===== src/rtl/lime_io_bridge.sv =====
// Host<->core I/O bridge: two first-word-fall-through FIFOs that decouple host
// valid/ready traffic from the core's pop/write strobes, plus sticky error flags.

module BridgeFifo #(
  parameter int WIDTH = 16,
  parameter int DEPTH = 4
) (
  input  logic                     CLK,
  input  logic                     Reset,
  input  logic [WIDTH-1:0]         pushData,
  input  logic                     pushReq,
  input  logic                     popReq,
  output logic [WIDTH-1:0]         headData,
  output logic                     notFull,
  output logic                     notEmpty,
  output logic [$clog2(DEPTH):0]   count
);

  localparam int AW = $clog2(DEPTH);
  localparam int CW = $clog2(DEPTH) + 1;

  logic [WIDTH-1:0] mem_q [DEPTH];
  logic [AW-1:0]    wrPtr_q, wrPtr_d;
  logic [AW-1:0]    rdPtr_q, rdPtr_d;
  logic [CW-1:0]    count_q, count_d;
  logic             pushOk, popOk;

  assign notFull  = (count_q < CW'(DEPTH));
  assign notEmpty = (count_q != '0);
  assign count    = count_q;
  assign pushOk   = pushReq && notFull;
  assign popOk    = popReq && notEmpty;
  // Head is masked while empty so stale storage never leaks out.
  assign headData = notEmpty ? mem_q[rdPtr_q] : '0;

  always_comb begin
    wrPtr_d = wrPtr_q;
    rdPtr_d = rdPtr_q;
    count_d = count_q;
    if (pushOk) wrPtr_d = wrPtr_q + AW'(1);
    if (popOk)  rdPtr_d = rdPtr_q + AW'(1);
    case ({pushOk, popOk})
      2'b10:   count_d = count_q + CW'(1);
      2'b01:   count_d = count_q - CW'(1);
      default: count_d = count_q;
    endcase
  end

  always_ff @(posedge CLK) begin
    if (!Reset) begin
      wrPtr_q <= '0;
      rdPtr_q <= '0;
      count_q <= '0;
    end else begin
      wrPtr_q <= wrPtr_d;
      rdPtr_q <= rdPtr_d;
      count_q <= count_d;
    end
  end

  always_ff @(posedge CLK) begin
    if (Reset && pushOk) mem_q[wrPtr_q] <= pushData;
  end

endmodule

module lime_io_bridge #(
  parameter int WIDTH     = 16,
  parameter int IN_DEPTH  = 4,
  parameter int OUT_DEPTH = 4
) (
  input  logic                        CLK,
  input  logic                        Reset,
  input  logic [WIDTH-1:0]            host_in_data,
  input  logic                        host_in_valid,
  output logic                        host_in_ready,
  output logic [WIDTH-1:0]            cpu_in_data,
  output logic                        cpu_in_avail,
  input  logic                        cpu_in_pop,
  input  logic [WIDTH-1:0]            cpu_out_data,
  input  logic                        cpu_out_write,
  output logic                        cpu_out_full,
  output logic [WIDTH-1:0]            host_out_data,
  output logic                        host_out_valid,
  input  logic                        host_out_ready,
  input  logic                        err_clr,
  output logic                        overflow_err,
  output logic                        underflow_err,
  output logic [$clog2(IN_DEPTH):0]   in_count,
  output logic [$clog2(OUT_DEPTH):0]  out_count
);

  logic outNotFull;
  logic overflowErr_q, overflowErr_d;
  logic underflowErr_q, underflowErr_d;

  BridgeFifo #(.WIDTH(WIDTH), .DEPTH(IN_DEPTH)) inFifo (
    .CLK      (CLK),
    .Reset    (Reset),
    .pushData (host_in_data),
    .pushReq  (host_in_valid),
    .popReq   (cpu_in_pop),
    .headData (cpu_in_data),
    .notFull  (host_in_ready),
    .notEmpty (cpu_in_avail),
    .count    (in_count)
  );

  BridgeFifo #(.WIDTH(WIDTH), .DEPTH(OUT_DEPTH)) outFifo (
    .CLK      (CLK),
    .Reset    (Reset),
    .pushData (cpu_out_data),
    .pushReq  (cpu_out_write),
    .popReq   (host_out_ready),
    .headData (host_out_data),
    .notFull  (outNotFull),
    .notEmpty (host_out_valid),
    .count    (out_count)
  );

  assign cpu_out_full  = !outNotFull;
  assign overflow_err  = overflowErr_q;
  assign underflow_err = underflowErr_q;

  // A fresh error event outranks a same-cycle clear.
  always_comb begin
    overflowErr_d  = overflowErr_q;
    underflowErr_d = underflowErr_q;
    if (err_clr) begin
      overflowErr_d  = 1'b0;
      underflowErr_d = 1'b0;
    end
    if (cpu_out_write && cpu_out_full) overflowErr_d  = 1'b1;
    if (cpu_in_pop && !cpu_in_avail)   underflowErr_d = 1'b1;
  end

  always_ff @(posedge CLK) begin
    if (!Reset) begin
      overflowErr_q  <= 1'b0;
      underflowErr_q <= 1'b0;
    end else begin
      overflowErr_q  <= overflowErr_d;
      underflowErr_q <= underflowErr_d;
    end
  end

endmodule


===== config.mk =====
export PLATFORM = sky130hd
export DESIGN_NAME = lime_io_bridge
export DESIGN_NICKNAME = d
export VERILOG_FILES = /design/src/rtl/lime_io_bridge.sv
export SDC_FILE = /design/constraint.sdc
export NUM_CORES = 1
export LEC_CHECK = 0
export BUFFER_PORTS_ARGS = -buffer_cell sky130_fd_sc_hd__buf_2
export CAP_MARGIN = 20
export CORE_MARGIN = 1.5
export CORE_UTILIZATION = 51
export DETAILED_ROUTE_END_ITERATION = 10
export PLACE_DENSITY_LB_ADDON = 0.1
export SLEW_MARGIN = 40
export SYNTH_ARGS = -nofsm -noshare
export SYNTH_HDL_FRONTEND = slang
export SYNTH_SLANG_ARGS = --single-unit

===== constraint.sdc =====
create_clock -name CLK -period 2 [get_ports CLK]
set_input_delay 0 -clock CLK [delete_from_list [all_inputs] [get_ports CLK]]
set_output_delay 0 -clock CLK [all_outputs]
set_load 0.01 [all_outputs]

Word level (Yosys, flattened, before mapping). Memories as Yosys holds them, arrays and structs flattened. A register that Yosys moved wholly into a read port is not among the register bits. Cells that the tools add are included.

Memories kept: 2. Input bits: 39. RAM bits: 128. Output and inout port bits: 44. Logic and storage cells: 55. Bits in registers: 16.

Muxes and demuxes: 15. Reductions and logical operators: 16. $add $sub $neg: 8. Equal/unequal tests: 4. Magnitude comparators: 2.

Memories: inFifo.mem_q (depth 4, width 16, read ports 1, clocked after memory_dff 1, write ports 1, line 22) `logic [WIDTH-1:0] mem_q [DEPTH];`; outFifo.mem_q (depth 4, width 16, read ports 1, clocked after memory_dff 1, write ports 1, line 22).

Operators with widths (number): 16-bit 2-to-1 mux (2); 3-bit case mux with 2 select lines (2); 2-bit by 1-bit adder with 2-bit output (second input constant) (4); 1-bit logical AND (8); 2-bit 2-to-1 mux (4); 2-bit nonzero test (4); 1-bit 2-to-1 mux (7); 3-bit by 1-bit adder with 3-bit output (second input constant) (2); 3-bit < comparator (second input constant) (2); 3-bit nonzero test (2); 3-bit by 1-bit subtractor with 3-bit output (second input constant) (2); 2-bit by 1-bit equality test with 1-bit output (second input constant) (2); 2-bit equality test (second input constant) (2); 1-bit logical NOT (2).

Logic depth before layout (Yosys ltp).
Depth in word-level cells: 5. Mapped depth: 9. Mapped depth without buffers: 8.

Cells and area by module. From an unflattened synthesis, not the netlist that was laid out.

Cell total of the unflattened synthesis: 319. Area, all modules: 5947.0 sq um.

Modules (own cells, without submodules): BridgeFifo (area each 2927.8 sq um, sequential area each 2102.0 sq um, instances 2, cells each 155); lime_io_bridge (area each 91.3 sq um, sequential area each 40.0 sq um, instances 1, cells each 9).

Worst setup path before layout. OpenSTA, ideal clock, no wires.

Path type: flip-flop to flip-flop. Start: register outFifo.count_q[2] (netlist: outFifo.count[2]). End: register outFifo.count_q[2] (netlist: outFifo.count[2]). Setup time: 0.070 ns. Path buffers: 1. Cell stages (with the launch flop): 10. Data arrival time: 2.071 ns. Slack: -0.141 ns. Required time: 1.930 ns. Period minus slack after synthesis: 2.141 ns. Path through: dfxtp_1 nor3_1 buf_2 nor2b_1 ha_1 inv_1 fa_1 xor2_1 or3_1 a21boi_1.

Word-level cells in the longest chain between the ends: 4. Elaborated cells on any way between the ends: 10. Those cells by class: 2 x add/sub; 1 x order compare; 2 x eq/ne; 1 x mux; 4 x reduce/logical.

RTL lines: from (decl) (line 25) `logic [CW-1:0] count_q, count_d;`; from (signal assigned) (line 57) `count_q <= count_d;`; 3-bit < comparator / 3-bit nonzero test (equally long branches) (line 28, 29); 1-bit logical AND (on tied branches) (line 31, 32); 2-bit by 1-bit equality test with 1-bit output / 2-bit equality test (equally long branches) (line 42) `case ({pushOk, popOk})`; 3-bit case mux with 2 select lines / 2-bit nonzero test (equally long branches).

Parallel ways exist; a longest one is shown, timed or not. A chain may end at the register's enable or synchronous reset.

Final worst setup path.
Start: register inFifo.count_q[0] (netlist: inFifo.count[0]). End: register inFifo.count_q[2] (netlist: inFifo.count[2]).

Word-level cells in the longest chain between the ends: 4. Elaborated cells on any way between the ends: 10. Those cells by class: 2 x add/sub; 1 x order compare; 2 x eq/ne; 1 x mux; 4 x reduce/logical.

RTL lines (line): from (decl) (25); from (signal assigned) (57); 3-bit < comparator / 3-bit nonzero test (equally long branches) (28, 29); 1-bit logical AND (on tied branches) (31, 32); 2-bit by 1-bit equality test with 1-bit output / 2-bit equality test (equally long branches) (42); 3-bit case mux with 2 select lines / 2-bit nonzero test (equally long branches).

Parallel ways exist; a longest one is shown, timed or not.

==> flow_metrics.tcl <==
set metrics [dict create \
    setup-violations-final 0 \
    total_leakage_power_nw 2.81 \
    wire_per_inst_um 17.2 \
    r2r-start "inFifo.count[0]" \
    yosysMostFrequentCell "edfxtp_1" \
    fmax_mhz 529 \
    synth_seq_cells 148 \
    ys_warn_count 0 \
    fin_skew_ns 0.00614 \
    dr.pass1.iters 7 \
    clock-sinks 148 \
    report.final.slew_viol_count 0 \
    io_buffers 82 \
    power.share.sequential_pct 39.4 \
    cts_tree "yes" \
    synth_area_per_cell_um2 19.1 \
    p_sw_share_pct 28.3 \
    crit_fanout 4 \
    drtIter0Drc 146 \
    fin_ws_ns 0.108 \
    die_w_um 112 \
    max-slew-margin-rel_pct 66.4 \
    synth_seq_area_share_pct 70.0 \
    syn-num-nets 368 \
    hold_path_startpoint "Reset" \
    synth.area.mux_share_pct 12.2 \
    grt_max_degree 27 \
    routabilityCongestion 0.707 \
    fin_cells 608 \
    r2r_slack_ns 0.11 \
    dp.cells 539 \
    status "complete, but fails checks" \
    worst_hold_slack_ns 0.0411 \
    die_y_um 112 \
    end_kind "register" \
    rr_endpoint "inFifo.count[2]" \
    post-route-period-util_pct 94.6 \
    max_cap_viol_count 0 \
    min_path_type "in -> reg" \
    power_density_nw_per_um2 1270 \
    holdPathEnd "outFifo.count[2]" \
    final_nets 504 \
    htreeDepth 4 \
    combPwrFrac_pct 29.9 \
    root_buffer "clkbuf_16" \
    synthArstFlopShare_pct 0 \
    synth_xor_area_share_pct 0.867 \
    synth_top_area_share_pct 63.4 \
    track_usage_pct 17.8 \
    syn2layout_area_growth_pct 25.4 \
    gr-total-overflow 0 \
    rows 39 \
    power.net_switching_mw 2.72 \
    routed_wl_um 10500 \
    antenna_cells 0 \
    yosys-top-cells-count "edfxtp_1 (128), mux4_2 (32), dfxtp_1 (20), nor2b_1 (20), nor2b_4 (20)" \
    finalHoldViolations 0 \
    cts_buffer_depth 2 \
    clock_latency_ns 0.41 \
    pwr-share-clk_pct 30.6 \
    worstSetupPathType "reg -> reg" \
    syn_area_um2 6060 \
    grt_pass1_vias 3269 \
    start_kind "register" \
    start_util_pct 52.6 \
    io_pins 83 \
    synth_flop_cell "edfxtp_1" \
    routed_via_density 5.13 \
    tightest_slew_ns 0.503 \
    intPower_mw 6.91 \
    synthCells 317 \
    yosys.area_share.simple_pct 9.45 \
    detail-route-antenna-nets 0 \
    worstPathRequired_ns 2.33 \
    synth_adder_area_share_pct 2.72 \
    pre_cts_slack_ns 0.0965 \
    core_um2 11500 \
    drive_above_1_share_pct 42.2 \
    synthTopCellsByArea "edfxtp_1 (63%), mux4_2 (12%), dfxtp_1 (6.6%)" \
    failed_checks "design-rule violations" \
    cts_inserted_buffers 17 \
    drcViolationCount 12 \
    synth_edf_count 128 \
    yosysUniqueCellTypes 28 \
    reg2reg_depth 8 \
    dieArea_um2 12500 \
    grt_pass1_wl_um 16600 \
    dp_hpwl_um 6150 \
    vias 3117 \
    irDropWorstVdd_uv 660 \
    antenna_found_initial 0 \
    synth_top_cell_by_area "edfxtp_1" \
    critPathArrivalTime_ns 2.22 \
    period_needed_ns 1.89 \
    synth_compound_area_share_pct 1.57 \
    clkSlewWorstSetupHoldPaths_ns 0.06 \
    hold_depth 2 \
    synth_top_family_by_area "multiplexers" \
]
-- metrics by stage --
stage	instance area, µm²	power [mW]	TNS [ns]	utilization (%)
floorplan	6070	5.92	-0.0153	-
global placement	6660	6.64	0	57.8
detailed placement	6660	6.69	0	57.8
CTS	7580	9.73	0	65.8
global route	7600	10.1	-0.00704	66.0
finish	7600	9.63	0	66.0
-- power by group through the flow --
stage	clock network, mW	logic [mW]	registers [mW]
floorplan	0	2.08	3.84
global placement	0	2.80	3.84
CTS	3.02	2.92	3.79
global route	3.14	3.14	3.83
detailed placement	0	2.83	3.85
finish	2.95	2.88	3.80
-- layout by cell type, fill, tap and decap left out, types with 7 or more instances in the layout --
cell	count
edfxtp_1	128
buf_2	82
dlygate4sd3_1	37
mux4_2	32
nor2b_4	20
nor2b_1	17
clkbuf_16	17
dfxtp_1	14
buf_4	13
inv_1	9
and3_1	8
ha_1	8
inv_2	7
-- critical path: stages (launching register included) --
cell	delay [ns]
dfxtp_2	0.38
nor3_4	0.06
nor2b_2	0.13
ha_2	0.20
inv_1	0.06
fa_1	0.37
xor2_1	0.16
or3_1	0.31
a21boi_1	0.14
-- worst max-delay path by stage --
stage          depth (start not counted)          endpoint  slack [ns]             start
2_1_floorplan                          9  outFifo.count[2]       -0.02  outFifo.count[2]
3_3_place_gp                           8   inFifo.count[2]        0.15   inFifo.count[2]
3_5_place_dp                           8   inFifo.count[2]         0.1   inFifo.count[2]
4_1_cts                                4    cpu_in_data[0]        0.03          register
5_1_grt                                8   inFifo.count[2]      -0.007   inFifo.count[2]
6_report                               8   inFifo.count[2]        0.11   inFifo.count[0]
-- cell type report --
| class | count | area (µm²) |
|---|---|---|
| Tap cell | 143 | 179 |
| Multi-Input combinational cell | 136 | 1650 |
| Clock buffer | 20 | 437 |
| Fill cell | 816 | 3910 |
| Clock inverter | 11 | 113 |
| Sequential cell | 148 | 4260 |
| Inverter | 16 | 60.1 |
| Timing Repair Buffer | 134 | 910 |
-- logic make-up (layout without fill, tap and decap cells) --
group,after synthesis,count (layout)
XOR/XNOR,6,6
AO/OA/AOI/OAI,16,16
adder cells (fa/ha/maj),12,12
flip-flops,148,148
buffers and inverters,33,181
AND/OR/NAND/NOR,68,68
multiplexers,34,34
-- timing repair --
action,in CTS,in global routing
hold buffers,37,0
gates resized for setup,0,6
hold endpoints to repair,138,0
buffers inserted,0,1
endpoints found under the setup margin,0,4
-- metal layers --
layer / GRT usage [%] / vias to the layer above / part of all wire (%)
li1: - / 1479 / -
met1: 21.2 / 1554 / 43
met2: 30.9 / 74 / 52
met3: 5.13 / 10 / 4.7
met4: 6.92 / 0 / 0.96
met5: 0 / - / 0
-- state kept, by name (all words and copies together), names as in the netlist, named ones only --
signal,flops
inFifo.count,3
inFifo.mem_q,64
inFifo.rdPtr_q,2
inFifo.wrPtr_q,2
outFifo.count,3
outFifo.mem_q,64
outFifo.rdPtr_q,2
outFifo.wrPtr_q,2
overflow_err,1
underflow_err,1
Power figures use the tool's default switching activity.
